===== src/rtl/blinker_pkg.sv =====
// rtl/blinker_pkg.sv - channel state type and pattern-length width helper shared by the blinker files
package blinker_pkg;

  typedef enum logic [0:0] {
    IDLE = 1'b0,
    RUN  = 1'b1
  } ch_state_e;

  // Width needed to hold a pattern length of 0..pat_w inclusive.
  function automatic int len_w(input int pat_w);
    return $clog2(pat_w) + 1;
  endfunction

endpackage


===== src/rtl/blink_channel.sv =====
// rtl/blink_channel.sv - one pattern channel: prescaler, bit index, config shadow and IDLE/RUN FSM
module blink_channel
  import blinker_pkg::*;
#(
  parameter int PAT_W   = 32,
  parameter int PRESC_W = 32,
  parameter int LEN_W   = len_w(PAT_W)
) (
  input  logic               clk_i,
  input  logic               rst_i,
  input  logic               en_i,
  input  logic               cfg_we_i,
  input  logic [PAT_W-1:0]   cfg_pattern_i,
  input  logic [LEN_W-1:0]   cfg_len_i,
  input  logic [PRESC_W-1:0] cfg_prescale_i,
  input  logic               cfg_oneshot_i,
  output logic               out_o,
  output logic               done_o,
  output logic               pending_o
);

  ch_state_e          state_q;
  logic               armed_q;
  logic               oneshot_q;
  logic               out_q;
  logic               done_q;
  logic [PAT_W-1:0]   pat_q;
  logic [LEN_W-1:0]   len_q;
  logic [LEN_W-1:0]   idx_q;
  logic [PRESC_W-1:0] presc_q;
  logic [PRESC_W-1:0] cnt_q;

  logic               sh_v_q;
  logic               sh_oneshot_q;
  logic [PAT_W-1:0]   sh_pat_q;
  logic [LEN_W-1:0]   sh_len_q;
  logic [PRESC_W-1:0] sh_presc_q;

  logic [LEN_W-1:0]   cfg_len_cl;
  logic               nxt_v_d;
  logic               nxt_oneshot_d;
  logic [PAT_W-1:0]   nxt_pat_d;
  logic [LEN_W-1:0]   nxt_len_d;
  logic [PRESC_W-1:0] nxt_presc_d;
  logic               bit_last;
  logic               pat_last;
  logic [LEN_W-1:0]   idx_inc;
  logic [PAT_W-1:0]   pat_shift;

  assign cfg_len_cl = (cfg_len_i > LEN_W'(PAT_W)) ? LEN_W'(PAT_W) : cfg_len_i;

  // A config accepted on the very cycle a pass ends is taken directly rather than waiting a further pass.
  assign nxt_v_d       = cfg_we_i | sh_v_q;
  assign nxt_pat_d     = cfg_we_i ? cfg_pattern_i  : sh_pat_q;
  assign nxt_len_d     = cfg_we_i ? cfg_len_cl     : sh_len_q;
  assign nxt_presc_d   = cfg_we_i ? cfg_prescale_i : sh_presc_q;
  assign nxt_oneshot_d = cfg_we_i ? cfg_oneshot_i  : sh_oneshot_q;

  assign bit_last  = (presc_q <= PRESC_W'(1)) || (cnt_q == presc_q - PRESC_W'(1));
  assign pat_last  = (idx_q == len_q - LEN_W'(1));
  assign idx_inc   = idx_q + LEN_W'(1);
  assign pat_shift = pat_q >> idx_inc;

  always_ff @(posedge clk_i or posedge rst_i) begin
    if (rst_i) begin
      state_q      <= IDLE;
      armed_q      <= 1'b1;
      oneshot_q    <= 1'b0;
      out_q        <= 1'b0;
      done_q       <= 1'b0;
      pat_q        <= '0;
      len_q        <= '0;
      idx_q        <= '0;
      presc_q      <= '0;
      cnt_q        <= '0;
      sh_v_q       <= 1'b0;
      sh_oneshot_q <= 1'b0;
      sh_pat_q     <= '0;
      sh_len_q     <= '0;
      sh_presc_q   <= '0;
    end else begin
      done_q <= 1'b0;
      if (!en_i) begin
        armed_q <= 1'b1;
      end
      case (state_q)
        IDLE: begin
          out_q <= 1'b0;
          if (cfg_we_i) begin
            pat_q     <= cfg_pattern_i;
            len_q     <= cfg_len_cl;
            presc_q   <= cfg_prescale_i;
            oneshot_q <= cfg_oneshot_i;
          end else if (en_i && armed_q && (len_q != '0)) begin
            state_q <= RUN;
            idx_q   <= '0;
            cnt_q   <= '0;
            out_q   <= pat_q[0];
          end
        end
        RUN: begin
          if (!en_i || (bit_last && pat_last)) begin
            sh_v_q <= 1'b0;
            idx_q  <= '0;
            cnt_q  <= '0;
            if (nxt_v_d) begin
              pat_q     <= nxt_pat_d;
              len_q     <= nxt_len_d;
              presc_q   <= nxt_presc_d;
              oneshot_q <= nxt_oneshot_d;
            end
            if (!en_i) begin
              state_q <= IDLE;
              out_q   <= 1'b0;
            end else if (oneshot_q) begin
              state_q <= IDLE;
              out_q   <= 1'b0;
              done_q  <= 1'b1;
              armed_q <= 1'b0;
            end else if (nxt_v_d && (nxt_len_d == '0)) begin
              state_q <= IDLE;
              out_q   <= 1'b0;
            end else begin
              out_q <= nxt_v_d ? nxt_pat_d[0] : pat_q[0];
            end
          end else begin
            if (cfg_we_i) begin
              sh_v_q       <= 1'b1;
              sh_pat_q     <= cfg_pattern_i;
              sh_len_q     <= cfg_len_cl;
              sh_presc_q   <= cfg_prescale_i;
              sh_oneshot_q <= cfg_oneshot_i;
            end
            if (bit_last) begin
              idx_q <= idx_inc;
              cnt_q <= '0;
              out_q <= pat_shift[0];
            end else begin
              cnt_q <= cnt_q + PRESC_W'(1);
            end
          end
        end
        default: state_q <= IDLE;
      endcase
    end
  end

  assign out_o     = out_q;
  assign done_o    = done_q;
  assign pending_o = sh_v_q;

endmodule


===== src/rtl/multi_pattern_blinker.sv =====
// rtl/multi_pattern_blinker.sv - multi-channel pattern blinker top: cfg decode, ready mux, optional BLINKER_PWM_DIM_EN dimming
module multi_pattern_blinker
  import blinker_pkg::*;
#(
  parameter  int CHANNELS = 4,
  parameter  int PAT_W    = 32,
  parameter  int PRESC_W  = 32,
  localparam int CH_W     = (CHANNELS > 1) ? $clog2(CHANNELS) : 1,
  localparam int LEN_W    = len_w(PAT_W)
) (
  input  logic                i_clk,
  input  logic                i_rst,
  input  logic                i_cfg_valid,
  output logic                o_cfg_ready,
  input  logic [CH_W-1:0]     i_cfg_ch,
  input  logic [PAT_W-1:0]    i_cfg_pattern,
  input  logic [LEN_W-1:0]    i_cfg_len,
  input  logic [PRESC_W-1:0]  i_cfg_prescale,
  input  logic                i_cfg_oneshot,
  input  logic [CHANNELS-1:0] i_en,
`ifdef BLINKER_PWM_DIM_EN
  input  logic [3:0]          i_dim,
`endif
  output logic [CHANNELS-1:0] o_out,
  output logic [CHANNELS-1:0] o_done
);

  logic [CHANNELS-1:0] cfg_we;
  logic [CHANNELS-1:0] pending;
  logic [CHANNELS-1:0] ch_out;

  // Out-of-range channel numbers match no channel, so they see ready=1 and are dropped.
  always_comb begin
    o_cfg_ready = 1'b1;
    for (int c = 0; c < CHANNELS; c++) begin
      if ((i_cfg_ch == CH_W'(c)) && pending[c]) begin
        o_cfg_ready = 1'b0;
      end
    end
  end

  for (genvar c = 0; c < CHANNELS; c++) begin : g_ch
    assign cfg_we[c] = i_cfg_valid & o_cfg_ready & (i_cfg_ch == CH_W'(c));

    blink_channel #(
      .PAT_W   (PAT_W),
      .PRESC_W (PRESC_W),
      .LEN_W   (LEN_W)
    ) u_ch (
      .clk_i          (i_clk),
      .rst_i          (i_rst),
      .en_i           (i_en[c]),
      .cfg_we_i       (cfg_we[c]),
      .cfg_pattern_i  (i_cfg_pattern),
      .cfg_len_i      (i_cfg_len),
      .cfg_prescale_i (i_cfg_prescale),
      .cfg_oneshot_i  (i_cfg_oneshot),
      .out_o          (ch_out[c]),
      .done_o         (o_done[c]),
      .pending_o      (pending[c])
    );
  end

`ifdef BLINKER_PWM_DIM_EN
  logic [3:0] dim_cnt_q;

  always_ff @(posedge i_clk or posedge i_rst) begin
    if (i_rst) begin
      dim_cnt_q <= 4'd0;
    end else begin
      dim_cnt_q <= dim_cnt_q + 4'd1;
    end
  end

  assign o_out = ch_out & {CHANNELS{dim_cnt_q < i_dim}};
`else
  assign o_out = ch_out;
`endif

endmodule


===== config.mk =====
export PLATFORM = sky130hd
export DESIGN_NAME = multi_pattern_blinker
export DESIGN_NICKNAME = d
export VERILOG_FILES = /design/src/rtl/blinker_pkg.sv /design/src/rtl/blink_channel.sv /design/src/rtl/multi_pattern_blinker.sv
export SDC_FILE = /design/constraint.sdc
export NUM_CORES = 2
export LEC_CHECK = 0
export ABC_AREA = 0
export CORE_MARGIN = 10
export CORE_UTILIZATION = 28
export DETAILED_ROUTE_END_ITERATION = 8
export MAX_ROUTING_LAYER = met4
export PLACE_DENSITY = 0.41
export SKIP_LAST_GASP = 1
export SLEW_MARGIN = 30
export SYNTH_ARGS = -nofsm -noshare
export SYNTH_HDL_FRONTEND = slang
export SYNTH_SLANG_ARGS = --single-unit

===== constraint.sdc =====
create_clock -name i_clk -period 22.7 [get_ports i_clk]
set_input_delay 2.27 -clock i_clk [delete_from_list [all_inputs] [get_ports i_clk]]
set_output_delay 2.27 -clock i_clk [all_outputs]
set_load 0.02 [all_outputs]

### After elaboration in Yosys (flattened, before gate mapping)

Index checks and enable logic that the tools add are counted.

| operators by class | value |
|---|---|
| add/subtract/negate cells | 16 |
| order comparisons | 5 |
| equal/unequal tests | 35 |
| shifts and indexed selects | 4 |
| mux-type cells | 233 |
| bitwise logic cells | 17 |
| reduce and logical (&&, ||, !) cells | 65 |

Operators by type and width:

| operator | count |
|---|---|
| 32-bit two-way mux | 48 |
| 32-bit one-hot mux with 2 select lines | 12 |
| 6-bit two-way mux | 33 |
| 32-bit by 1-bit adder with 32-bit output, second input constant | 4 |
| 32-bit equality test | 4 |
| 32-bit by 1-bit <= comparator with 1-bit output, second input constant | 4 |
| 32-bit by 6-bit right shift with 1-bit output | 4 |
| 32-bit by 1-bit subtractor with 32-bit output, second input constant | 4 |
| 1-bit two-way mux | 120 |
| 6-bit one-hot mux with 2 select lines | 8 |
| 6-bit by 1-bit adder with 6-bit output, second input constant | 4 |
| 6-bit equality test | 4 |
| 6-bit zero test | 4 |
| 2-bit != test, second input constant | 12 |
| 1-bit one-hot mux with 2 select lines | 12 |
| 2-bit AND reduction | 12 |
| 3-bit AND reduction | 8 |
| 6-bit nonzero test | 4 |
| 6-bit by 1-bit subtractor with 6-bit output, second input constant | 4 |
| 1-bit logical AND | 20 |
| 2-bit by 1-bit != test with 1-bit output, second input constant | 8 |
| 3-bit != test, second input constant | 4 |
| 1-bit logical OR | 8 |
| 1-bit NOT | 8 |
| other kinds (8) | 22 |

| word-level totals | value |
|---|---|
| flip-flop bits (word level) | 740 |
| input bits | 80 |
| output and inout port bits | 9 |
| logic and storage cells | 435 |

### Longest topological paths before layout

| depth | value |
|---|---|
| depth in word-level cells | 16 |
| mapped depth | 15 |
| depth with buffers taken out | 11 |

### Hierarchy

A second synthesis with hierarchy kept.

| unflattened totals | value |
|---|---|
| cells, all modules | 4,162 |
| area total of the unflattened synthesis | 41,150.7 µm² |

By module, submodules not included:

| module | times used | cells an instance | area each (µm²) | seq. area each (µm²) |
|---|---|---|---|---|
| blink_channel at g_ch[0].u_ch ... | 2 | 1,043 | 10,273.6 | 4,630.7 |
| blink_channel at g_ch[2].u_ch | 1 | 1,042 | 10,301.1 | 4,630.7 |
| blink_channel at g_ch[3].u_ch | 1 | 1,027 | 10,238.6 | 4,630.7 |
| multi_pattern_blinker | 1 | 7 | 63.8 | 0.0 |

### Worst setup path before layout

Ideal clock, no wire load.

| path | value |
|---|---|
| path type | input-to-output |
| start | input port i_cfg_ch[1] |
| end | output port o_cfg_ready |
| arrival time | 2,961 ps |
| data required time | 20,430 ps |
| slack | 17,469 ps |
| cell stages on the path | 3 |
| buffers on the path | 1 |
| cells stage by stage | clkbuf_1 mux4_2 inv_1 |

| between the ends | value |
|---|---|
| word-level cells in the longest chain between the ends | 6 |
| elaborated cells on any way between the ends | 12 |
| those cells by class | 3 x eq/ne; 4 x mux; 5 x reduce/logical |

RTL lines:

| item | line | text |
|---|---|---|
| from (decl) | multi_pattern_blinker.sv:15 | `input logic [CH_W-1:0] i_cfg_ch,` |
| 2-bit zero test | multi_pattern_blinker.sv:36 | `if ((i_cfg_ch == CH_W'(c)) && pending[c]) begin` |
| 1-bit logical AND | multi_pattern_blinker.sv:36 |  |
| 1-bit two-way mux (3 in a row) | multi_pattern_blinker.sv:36 |  |
| 1-bit two-way mux (*) | multi_pattern_blinker.sv:36 |  |
| to (decl) | multi_pattern_blinker.sv:14 | `output logic o_cfg_ready,` |

Every way passes the cells marked *; elsewhere a longest branch is shown, timed or not.

### Worst setup path after layout

| path | value |
|---|---|
| start | input port i_cfg_ch[0] |
| end | output port o_cfg_ready |

The elaborated chain is that of the path after synthesis.

==> impl_metrics.tcl <==
set metrics [dict create \
    synth_xor_area_share_pct 5.24 \
    rsz0062_at_grt "no" \
    tritoncts "yes" \
    synth.area.top_cells "dfrtp_1 (44%), nand2_1 (7.4%), mux2_2 (5.6%), mux2_1 (4.3%), xnor2_1 (2.9%)" \
    finClkSkew_ps 33.9 \
    postSynth.asyncResetShare_pct 100 \
    core_area_um2 150000 \
    cts_made_buffers 92 \
    cts_resized 0 \
    synth_ff_type "dfrtp_1" \
    cts-root-buf "clkbuf_16" \
    nNetsFinal 4357 \
    portBuffers 88 \
    r2r-start "g_ch[3].u_ch.presc_q[0]" \
    synth-compound-area-share_pct 10.7 \
    worstSetupPathType "input port to output port" \
    cp-end-kind "output port" \
    vias_per_cell 5.10 \
    synth_mux_area_share_pct 15.3 \
    cp_max_fo 6 \
    hold_path_end "g_ch[1].u_ch.armed_q" \
    p_total_mw 6.01 \
    initial_utilization_pct 28.1 \
    htreeDepth 3 \
    holdBufCountCts 0 \
    relSlewSlack_pct 32.0 \
    synth_edf_count 0 \
    synth_top_family_by_area "simple AND/OR/NAND/NOR gates" \
    final-max-slew-violation-count 0 \
    hold_viol 0 \
    syn_area_um2 42100 \
    yosysMostFrequentCell "nand2_1" \
    antenna_found_initial 10 \
    seq_area_frac_synth_pct 44.0 \
    grt_first_pass_wirelength_um 213000 \
    die_h_um 408 \
    synthToLayoutAreaGrowth_pct 13.7 \
    reg2reg_setup_slack_ps 17450 \
    synthCells 4311 \
    min_from "g_ch[1].u_ch.armed_q" \
    wl_per_cell_um 21.7 \
    leakagePower_nw 19.9 \
    ant_nets 0 \
    clock-sinks 740 \
    setup_viol 0 \
    synth.avg_cell_area_um2 9.76 \
    worstPathArrival_ps 4260 \
    ys_ff_latch 740 \
    drive_gt1_share_pct 15.2 \
    synth_common_cells "nand2_1 (834), dfrtp_1 (736), mux2_2 (211)" \
    yosysTopAreaCell "dfrtp_1" \
    ir_drop_mv 0.0719 \
    clock_latency_ps 740 \
    wirelength_um 138000 \
    grt_max_degree 134 \
    synth_top_area_share_pct 43.8 \
    worst_pin_slew_ps 1020 \
    hpwl_um 92000 \
    die_w_um 408 \
    ys_types 95 \
    track_usage_pct 16.7 \
    syn-num-nets 4411 \
    dieArea_um2 166000 \
    maxCapViolCount 0 \
    ioPinCount 89 \
    dr.pass1.iters 5 \
    drcViolationCount 0 \
    overflow 0 \
    yosys_warnings 0 \
    drt_iter0_markers 2190 \
    period_share_pct 28.8 \
    synthAdderAreaFrac_pct 0.594 \
    worstHoldPathCells 2 \
    clk_pin_slew_worst_paths_ps 60 \
    grt_pass1_vias 32500 \
    num_rows 142 \
    power.density_nw_per_um2 125 \
    clock_path_buffers 3 \
    worstPathRequired_ps 20430 \
    status "finished, final reports clean" \
    setup_tns_ps 0 \
    fmax_mhz 153 \
    reg2reg_depth 13 \
    yosys.area_share.simple_pct 20.1 \
    timing.rr.end "g_ch[3].u_ch.presc_q[17]" \
    hold_path_class "register to register" \
    critPathLaunchType "input port" \
    cts_setup_buffers 0 \
    finalWeightedCongestion 0.829 \
    min_period_ps 6530 \
    vias 32400 \
]
==> worst max-delay path by stage <==
stage / start / endpoint / slack (ps) / depth (start not counted)
3_3_place_gp: i_cfg_ch[0] / o_cfg_ready / 16210 / 4
6_report: i_cfg_ch[0] / o_cfg_ready / 16170 / 4
5_1_grt: i_cfg_ch[0] / o_cfg_ready / 16100 / 4
2_1_floorplan: i_rst / g_ch[0].u_ch.cnt_q[0] / 10290 / 1
3_5_place_dp: i_cfg_ch[0] / o_cfg_ready / 16200 / 4
4_1_cts: i_cfg_ch[0] / o_cfg_ready / 16180 / 4
==> where the power goes <==
group / internal, mW / switching, mW
Clock: 0.899 / 0.637
Combinational: 0.995 / 1.17
Sequential: 1.83 / 0.477
Total: 3.73 / 2.28
==> state kept, by name, summed over array words and instances, names as in the netlist <==
signal                  count
g_ch.u_ch.cnt_q           128
g_ch.u_ch.pat_q           128
g_ch.u_ch.presc_q         128
g_ch.u_ch.sh_pat_q        128
g_ch.u_ch.sh_presc_q      128
g_ch.u_ch.idx_q            24
g_ch.u_ch.len_q            24
g_ch.u_ch.sh_len_q         24
g_ch.u_ch.armed_q           4
g_ch.u_ch.done_o            4
g_ch.u_ch.oneshot_q         4
g_ch.u_ch.out_o             4
g_ch.u_ch.pending_o         4
g_ch.u_ch.sh_oneshot_q      4
g_ch.u_ch.state_q           4
==> area by class of cell <==
type                            count  area (um^2)
Antenna cell                        4         10.0
Clock buffer                      135         2700
Clock inverter                     32          447
Fill cell                       15600       102000
Inverter                           71          270
Multi-Input combinational cell   3206        22000
Sequential cell                   740        18500
Tap cell                         2016         2520
Timing Repair Buffer              146         1380
==> layout by cell type (no fill, tap or decap), drive strengths merged, types with 57 or more instances in the layout <==
master           n
mux2i           57
o22ai           86
a21oi          109
o21ai           92
nand3          173
inv             72
buf             58
a41oi           64
nor2           173
clkbuf         135
xor2           115
dfrtp          736
clkdlybuf4s50   88
a31oi           63
a31o            78
nand2b          90
xnor2          137
nor3            97
nand2          835
nand4           69
mux2           432
==> cells by family (layout without fill, tap and decap cells) <==
| group | count (synthesis) | count (layout) |
|---|---|---|
| AO/OA/AOI/OAI | 652 | 652 |
| buffers and inverters | 365 | 384 |
| flip-flops | 740 | 740 |
| adder cells (fa/ha/maj) | 20 | 20 |
| multiplexers | 524 | 524 |
| XOR/XNOR | 252 | 252 |
| other | 0 | 4 |
| AND/OR/NAND/NOR | 1758 | 1758 |
==> worst max-delay path, cell delays in order <==
cell	delay, ps
clkdlybuf4s50_1	730
mux4_2	560
inv_1	80
clkdlybuf4s50_1	620
==> stage by stage <==
| step | setup WS [ps] | instance area (um^2) | cells | hold slack, ps | util [%] |
|---|---|---|---|---|---|
| after global placement | 16210 | 44700 | 6178 | 454 | 29.8 |
| final | 16170 | 47900 | 6350 | 473 | 32.0 |
| after floorplan | 10290 | 42100 | 4311 | 434 | - |
| after detailed placement | 16200 | 44700 | 6179 | 461 | 29.9 |
| after CTS | 16180 | 47800 | 6346 | 470 | 32.0 |
| after global routing | 16100 | 47900 | 6347 | 479 | 32.0 |
==> layer usage <==
layer  GRT usage (%)  vias to the layer above  part of all wire (%)
li1                -                    15300                     -
met5               -                        -                     0
met4            3.52                        0                   1.9
met2            26.4                      515                    47
met3            2.20                      155                   3.5
met1            22.9                    16400                    48
Power figures use the tool's default switching activity.
